### config.mk
export PLATFORM = sky130hd
export DESIGN_NAME = sync_fifo_flags
export DESIGN_NICKNAME = d
export VERILOG_FILES = /design/src/rtl/sync_fifo_flags.sv
export SDC_FILE = /design/constraint.sdc
export NUM_CORES = 1
export LEC_CHECK = 0
export ABC_AREA = 1
export CAP_MARGIN = 0
export CORE_MARGIN = 4
export CORE_UTILIZATION = 60
export CTS_BUF_LIST = sky130_fd_sc_hd__clkbuf_2
export CTS_CLUSTER_SIZE = 16
export DETAILED_ROUTE_END_ITERATION = 7
export GPL_ROUTABILITY_DRIVEN = 0
export PLACE_DENSITY = 0.82
export SETUP_SLACK_MARGIN = 0.4
export SLEW_MARGIN = 20
export SYNTH_ARGS = -nofsm -noshare
export SYNTH_HDL_FRONTEND = slang
export SYNTH_SLANG_ARGS = --single-unit
export TNS_END_PERCENT = 50
### constraint.sdc
create_clock -name clk -period 3.5 [get_ports clk]
set_clock_uncertainty 0.1 [all_clocks]
set_input_delay 0.525 -clock clk [delete_from_list [all_inputs] [get_ports clk]]
set_output_delay 0.525 -clock clk [all_outputs]
set_load 0.02 [all_outputs]
### src/rtl/sync_fifo_flags.sv
// Single-clock FIFO with occupancy count, almost-full/almost-empty and sticky error flags.
// Latency: fwft=0 -> rdata valid the cycle after an accepted pop; fwft=1 -> head word shown combinationally.
// Backpressure: writes are dropped while wfull and reads while rempty; each attempt sets a sticky error flag.
//
// Ports:
//   clk, rst          - single clock, synchronous active-high reset
//   wdata, winc       - write data and write request
//   rinc, rdata       - read request (pop) and read data
//   wfull, rempty     - FIFO holds DEPTH / 0 entries
//   walmost_full      - count >= afull_thresh
//   ralmost_empty     - count <= aempty_thresh
//   count             - current occupancy, 0..DEPTH
//   overflow          - sticky: write attempted while full
//   underflow         - sticky: read attempted while empty
module sync_fifo_flags #(
   parameter int datawidth     = 8,
   parameter int addr_width    = 3,
   parameter int afull_thresh  = 6,
   parameter int aempty_thresh = 1,
   parameter int fwft          = 0
) (
   input  logic                  clk,
   input  logic                  rst,
   input  logic [datawidth-1:0]  wdata,
   input  logic                  winc,
   input  logic                  rinc,
   output logic [datawidth-1:0]  rdata,
   output logic                  wfull,
   output logic                  rempty,
   output logic                  walmost_full,
   output logic                  ralmost_empty,
   output logic [addr_width:0]   count,
   output logic                  overflow,
   output logic                  underflow
);

   localparam int depth = 1 << addr_width;

   // Thresholds sized to the count width so the compares are width-matched.
   localparam logic [addr_width:0] afull_lv  = (addr_width+1)'(afull_thresh);
   localparam logic [addr_width:0] aempty_lv = (addr_width+1)'(aempty_thresh);

   // Pointers carry one extra MSB that toggles on every wrap; it is what
   // distinguishes full from empty when the low address bits match.
   logic [addr_width:0]   wptr;
   logic [addr_width:0]   rptr;
   logic [datawidth-1:0]  mem [depth];
   logic [datawidth-1:0]  rdata_q;
   logic                  overflow_q;
   logic                  underflow_q;
   logic                  wen;
   logic                  ren;

   logic [addr_width-1:0] waddr;
   logic [addr_width-1:0] raddr;

   assign waddr = wptr[addr_width-1:0];
   assign raddr = rptr[addr_width-1:0];

   // ---------------------------------------------------------------
   // Status decode, purely from registered pointers
   // ---------------------------------------------------------------
   assign count         = wptr - rptr;
   assign rempty        = (wptr == rptr);
   assign wfull         = (wptr[addr_width] != rptr[addr_width]) && (waddr == raddr);
   assign walmost_full  = (count >= afull_lv);
   assign ralmost_empty = (count <= aempty_lv);

   // Accept decisions use start-of-cycle flags: a write into an empty FIFO
   // cannot be read in the same cycle, and a read from a full FIFO does not
   // free a slot for a write in the same cycle.
   assign wen = winc & ~wfull;
   assign ren = rinc & ~rempty;

   // ---------------------------------------------------------------
   // Pointers, read register and sticky errors
   // ---------------------------------------------------------------
   always_ff @(posedge clk) begin
      if (rst) begin
         wptr        <= '0;
         rptr        <= '0;
         rdata_q     <= '0;
         overflow_q  <= 1'b0;
         underflow_q <= 1'b0;
      end else begin
         if (wen) begin
            wptr <= wptr + 1'b1;
         end
         if (ren) begin
            rptr    <= rptr + 1'b1;
            // In fwft mode this keeps the last popped word on rdata once the
            // FIFO runs empty; in registered mode it is the read data itself.
            rdata_q <= mem[raddr];
         end
         if (winc && wfull) begin
            overflow_q <= 1'b1;
         end
         if (rinc && rempty) begin
            underflow_q <= 1'b1;
         end
      end
   end

   // Storage is not reset; a write coinciding with rst is discarded.
   always_ff @(posedge clk) begin
      if (!rst && wen) begin
         mem[waddr] <= wdata;
      end
   end

   assign overflow  = overflow_q;
   assign underflow = underflow_q;

   // ---------------------------------------------------------------
   // Read data path
   // ---------------------------------------------------------------
   generate
      if (fwft != 0) begin : g_fwft
         // Head word shown as soon as the FIFO is non-empty.
         assign rdata = rempty ? rdata_q : mem[raddr];
      end else begin : g_reg
         assign rdata = rdata_q;
      end
   endgenerate

endmodule

## After elaboration in Yosys (flattened, before gate mapping)

Memories as Yosys holds them, arrays and structs flattened. A register that Yosys moved wholly into a read port is not among the register bits.
Index checks and enable logic that the tools add are counted.

| word-level totals | value |
|---|---|
| bits in registers | 10 |
| memory bits (writable) | 64 |
| bits of input ports | 12 |
| output and inout bits | 18 |
| word-level logic and storage cells | 24 |
| memories kept | 1 |

| operators by class | value |
|---|---|
| add/sub/neg operators | 3 |
| magnitude comparators | 2 |
| eq/ne operators | 3 |
| mux-type cells | 2 |
| bitwise operators | 4 |
| reductions and logical operators | 5 |

Memory list:

| memory | depth | width | read ports | clocked after memory_dff | write ports | line | RTL |
|---|---|---|---|---|---|---|---|
| mem | 8 | 8 | 1 | 1 | 1 | 47 | `logic [datawidth-1:0] mem [depth];` |

Operators by type and width:

| kind | number |
|---|---|
| $add 4x1->4 const B | 2 |
| $eq 4x4->1 | 1 |
| $ge 4x3->1 const B | 1 |
| $le 4x1->1 const B | 1 |
| $logic_and 1x1->1 | 4 |
| $sub 4x4->4 | 1 |
| $eq 3x3->1 | 1 |
| $and 1x1->1 | 2 |
| $mux 1 | 2 |
| $not 1->1 | 2 |
| $logic_not 1->1 | 1 |
| $ne 1x1->1 | 1 |

## Longest topological paths before layout

| logic depth | value |
|---|---|
| word-level depth | 7 |
| mapped depth | 11 |
| gate-level depth less buffers | 9 |

## Worst setup path before layout

No wires, ideal clock.

| timing | value |
|---|---|
| path kind | register to output |
| start point | register wptr[0] |
| end point | output port walmost_full |
| arrival | 2.090 ns |
| data required time | 2.875 ns |
| path slack | 0.785 ns |
| cell stages (with the launch flop) | 7 |
| buffers on the path | 0 |
| cells stage by stage | dfxtp_1 inv_1 ha_1 fa_1 xnor2_1 inv_1 o21ai_0 |

| on the way | value |
|---|---|
| word-level cells in the longest chain between the ends | 2 |

RTL lines:

| item | line | RTL |
|---|---|---|
| from (decl) | 45 | `logic [addr_width:0] wptr;` |
| from (signal assigned) | 87 | `wptr <= wptr + 1'b1;` |
| $sub 4x4->4 | 63 | `assign count = wptr - rptr;` |
| net count[2] | 32 | `output logic [addr_width:0] count,` |
| $ge 4x3->1 | 66 | `assign walmost_full = (count >= afull_lv);` |
| to (decl) | 30 | `output logic walmost_full,` |

The timed path passes the listed nets, and every way through them passes these cells.

## Worst setup path after layout

| timing | value |
|---|---|
| start point | register wptr[1] |
| end point | output port count[1] |

| on the way | value |
|---|---|
| word-level cells in the longest chain between the ends | 1 |

RTL lines:

| item | line |
|---|---|
| $sub 4x4->4 | 63 |
| to (decl) | 32 |

Every way passes these cells.

==> results.toml <==
[hold_path]
hold_path.class = "reg2reg"
hold_start = "underflow"
holdPathEnd = "underflow"
holdPathStages = 2

[sta]
worstMarginPinSlew_ps = 568
fin_ws_ps = 455
fin_crit_ps = 3040
achievable-frequency_mhz = 328
rsz0062_at_grt = "true"
fin_tns_setup_ps = 0
relSlewSlack_pct = 61.9
setup_viol = 0
final_max_slew_viol_count = 0
final.period_utilization_pct = 87.0
hold_viol = 0

[global_routing]
grt_start_max_net_pins = 36
met2_usage_pct = 32.6
antenna_found_initial = 0
overflow = 0
grt.total_usage_pct = 20.7
met1_usage_pct = 27.9
grt.busiest_layer = "met2"
grt_pass1_vias = 2311
use_met3_pct = 4.64
grt_pass1_wl_um = 11500

[routing]
vias = 2598
drtPass1Iterations = 5
drt_iter0_markers = 319
drc = 0
routed_wl_um = 7250
ant_nets = 0
viasPerCell = 5.25
wire_per_inst_um = 14.6

[critical_path]
worst-r2r-cell-count = 8
start_kind = "register"
worstSetupPathType = "reg2out"
crit_required_ps = 2870
critPathMaxFanout = 6
end_kind = "output pin"
worstPathArrival_ps = 2420
reg2reg_to = "mem[1][4]"
reg2reg_from = "rptr[1]"
worst-r2r-setup-slack_ps = 1050

[layout]
nFillCells = 439
final_core_util_pct = 70.9
syn_to_final_growth_pct = 13.9
insertedDiodeCount = 0
layout_common_cells = "nand2_1, inv_1, edfxtp_1, nand3_1, clkdlybuf4s50_1"
layout.nets = 433
drive_above_1_share_pct = 14.5
mostFrequentLayoutCell = "nand2_1"

[floorplanning]
core_mm2 = 0.00599
die_area_mm2 = 0.00754
initial_utilization_pct = 62.3
fp.dieH_um = 86.9
rows = 28
io_pins = 30
die_w_um = 86.9

[yosys]
synth_top_area_share_pct = 51.5
synth_top_area_cell = "edfxtp_1"
synth_area_leaders = "edfxtp_1, nand2_1, dfxtp_1, nand3_1, inv_1"
synth_nets = 393
synth.avg_cell_area_um2 = 9.95
synth_area_mm2 = 0.00373
syn_inst = 375
yosysSeqAreaShare_pct = 61.2
yosys_warnings = 0
ys_types = 31
synth-seq-cells = 82

[status]
status = "finished, final reports clean"

[clock_network]
insertion_delay_ps = 510
cts_root_buf = "clkbuf_2"
clk_path_buf_depth = 2
numCtsBuffers = 9
cts_hold_buf = 0
htreeDepth = 3
clock_sinks = 82
clk_pin_slew_ps = 210
cts_tree = "built"

[placed_design]
port_buffers = 29
hpwl_um = 4760
preCtsSetupSlack_ps = 595

[pwr]
cellPowerDensity_mw_per_mm2 = 504
leakage_nw = 1.80
peakVddDrop_mv = 0.288

[flow_run]
max_cap_violations = 0
layout make-up:
type | count | area, um^2 | area share, %
repair buffers | 42 | 379 | 8.92
inverters | 69 | 267 | 6.27
clock inverters | 4 | 52.6 | 1.24
flip-flops and latches | 82 | 2280 | 53.7
clock buffers | 12 | 60.1 | 1.41
well taps | 75 | 93.8 | 2.21
multi-input cells | 211 | 1110 | 26.2
how the worst max path moves through the flow:
stage               depth (start not counted)  slack, ps    start            end
detailed placement                          8        590  rptr[2]  ralmost_empty
global route                                8        350  rptr[2]       count[3]
CTS                                         5        290  wptr[0]       count[2]
floorplan                                   6        780  wptr[0]   walmost_full
finish                                      4        460  wptr[1]       count[1]
global placement                            8        620  rptr[2]  ralmost_empty
cell families after synthesis:
group / Yosys count / synth area share, %
flops: 82 / 61.2
buf+inv: 82 / 9.66
simple gates: 175 / 21.3
xor+xnor: 5 / 1.17
compound gates: 25 / 4.46
fa+ha+maj: 6 / 2.21
metrics by stage:
stage | std cells | hold WS, ps | total power [mW] | instance area (um^2)
CTS | 494 | 376 | 2.15 | 4230
global route | 495 | 398 | 2.26 | 4250
global placement | 478 | 337 | 1.67 | 4110
floorplan | 375 | 351 | 1.51 | 3730
finish | 495 | 369 | 2.14 | 4250
detailed placement | 478 | 352 | 1.68 | 4110
state kept, by name, indices dropped and copies added (netlist names):
register,flops
underflow,1
wptr,4
overflow,1
mem,64
rdata,8
rptr,4
worst max-delay path, cell delays in order, from the launching register on:
cell and delay [ps]:
dfxtp_1 540, inv_1 170, fa_1 510, inv_1 90, clkdlybuf4s50_1 600
timing repair:
action | CTS | global route
setup endpoints to repair | 7 | 7
resized for setup | 6 | 7
setup buffers | 0 | 1
gates cloned | 0 | 0
pin swaps | 0 | 1
hold endpoints to repair | 0 | 0
routing by layer:
metal | vias up | part of all wire [%] | wire length (um)
met1 | 1188 | 43 | 3120
met3 | 19 | 7.0 | 505
met5 | - | 0 | 0
li1 | 1288 | - | -
met2 | 103 | 48 | 3480
met4 | 0 | 1.9 | 140
synth_stat cells:
| cell | count |
|---|---|
| nand2_1 | 100 |
| edfxtp_1 | 64 |
| inv_1 | 64 |
| nand3_1 | 51 |
| dfxtp_1 | 18 |
| a21oi_1 | 10 |
| a21oi_2 | 8 |
| nand2_2 | 8 |
| nor2_1 | 8 |
| buf_2 | 6 |
| ha_1 | 5 |
| o21ai_0 | 5 |
| xor2_1 | 4 |
| buf_4 | 3 |
| nor3_1 | 3 |
| inv_2 | 2 |
| nand2_4 | 2 |
| buf_12 | 1 |
| buf_6 | 1 |
| clkbuf_1 | 1 |
| clkbuf_4 | 1 |
| clkinv_1 | 1 |
| clkinv_2 | 1 |
| clkinv_4 | 1 |
| fa_1 | 1 |
| nand2_8 | 1 |
| nand3_2 | 1 |
| nand3_4 | 1 |
| o21ai_1 | 1 |
| o21ai_4 | 1 |
| xnor2_1 | 1 |
power by group:
part           leakage (nW)  switching (mW)  internal (mW)  total (mW)
Combinational          1.01           0.346          0.207       0.553
Sequential            0.726          0.0194           1.08        1.10
Clock                0.0644           0.312          0.173       0.485
Total                  1.80           0.677           1.46        2.14
(Power assumes the default switching activity.)
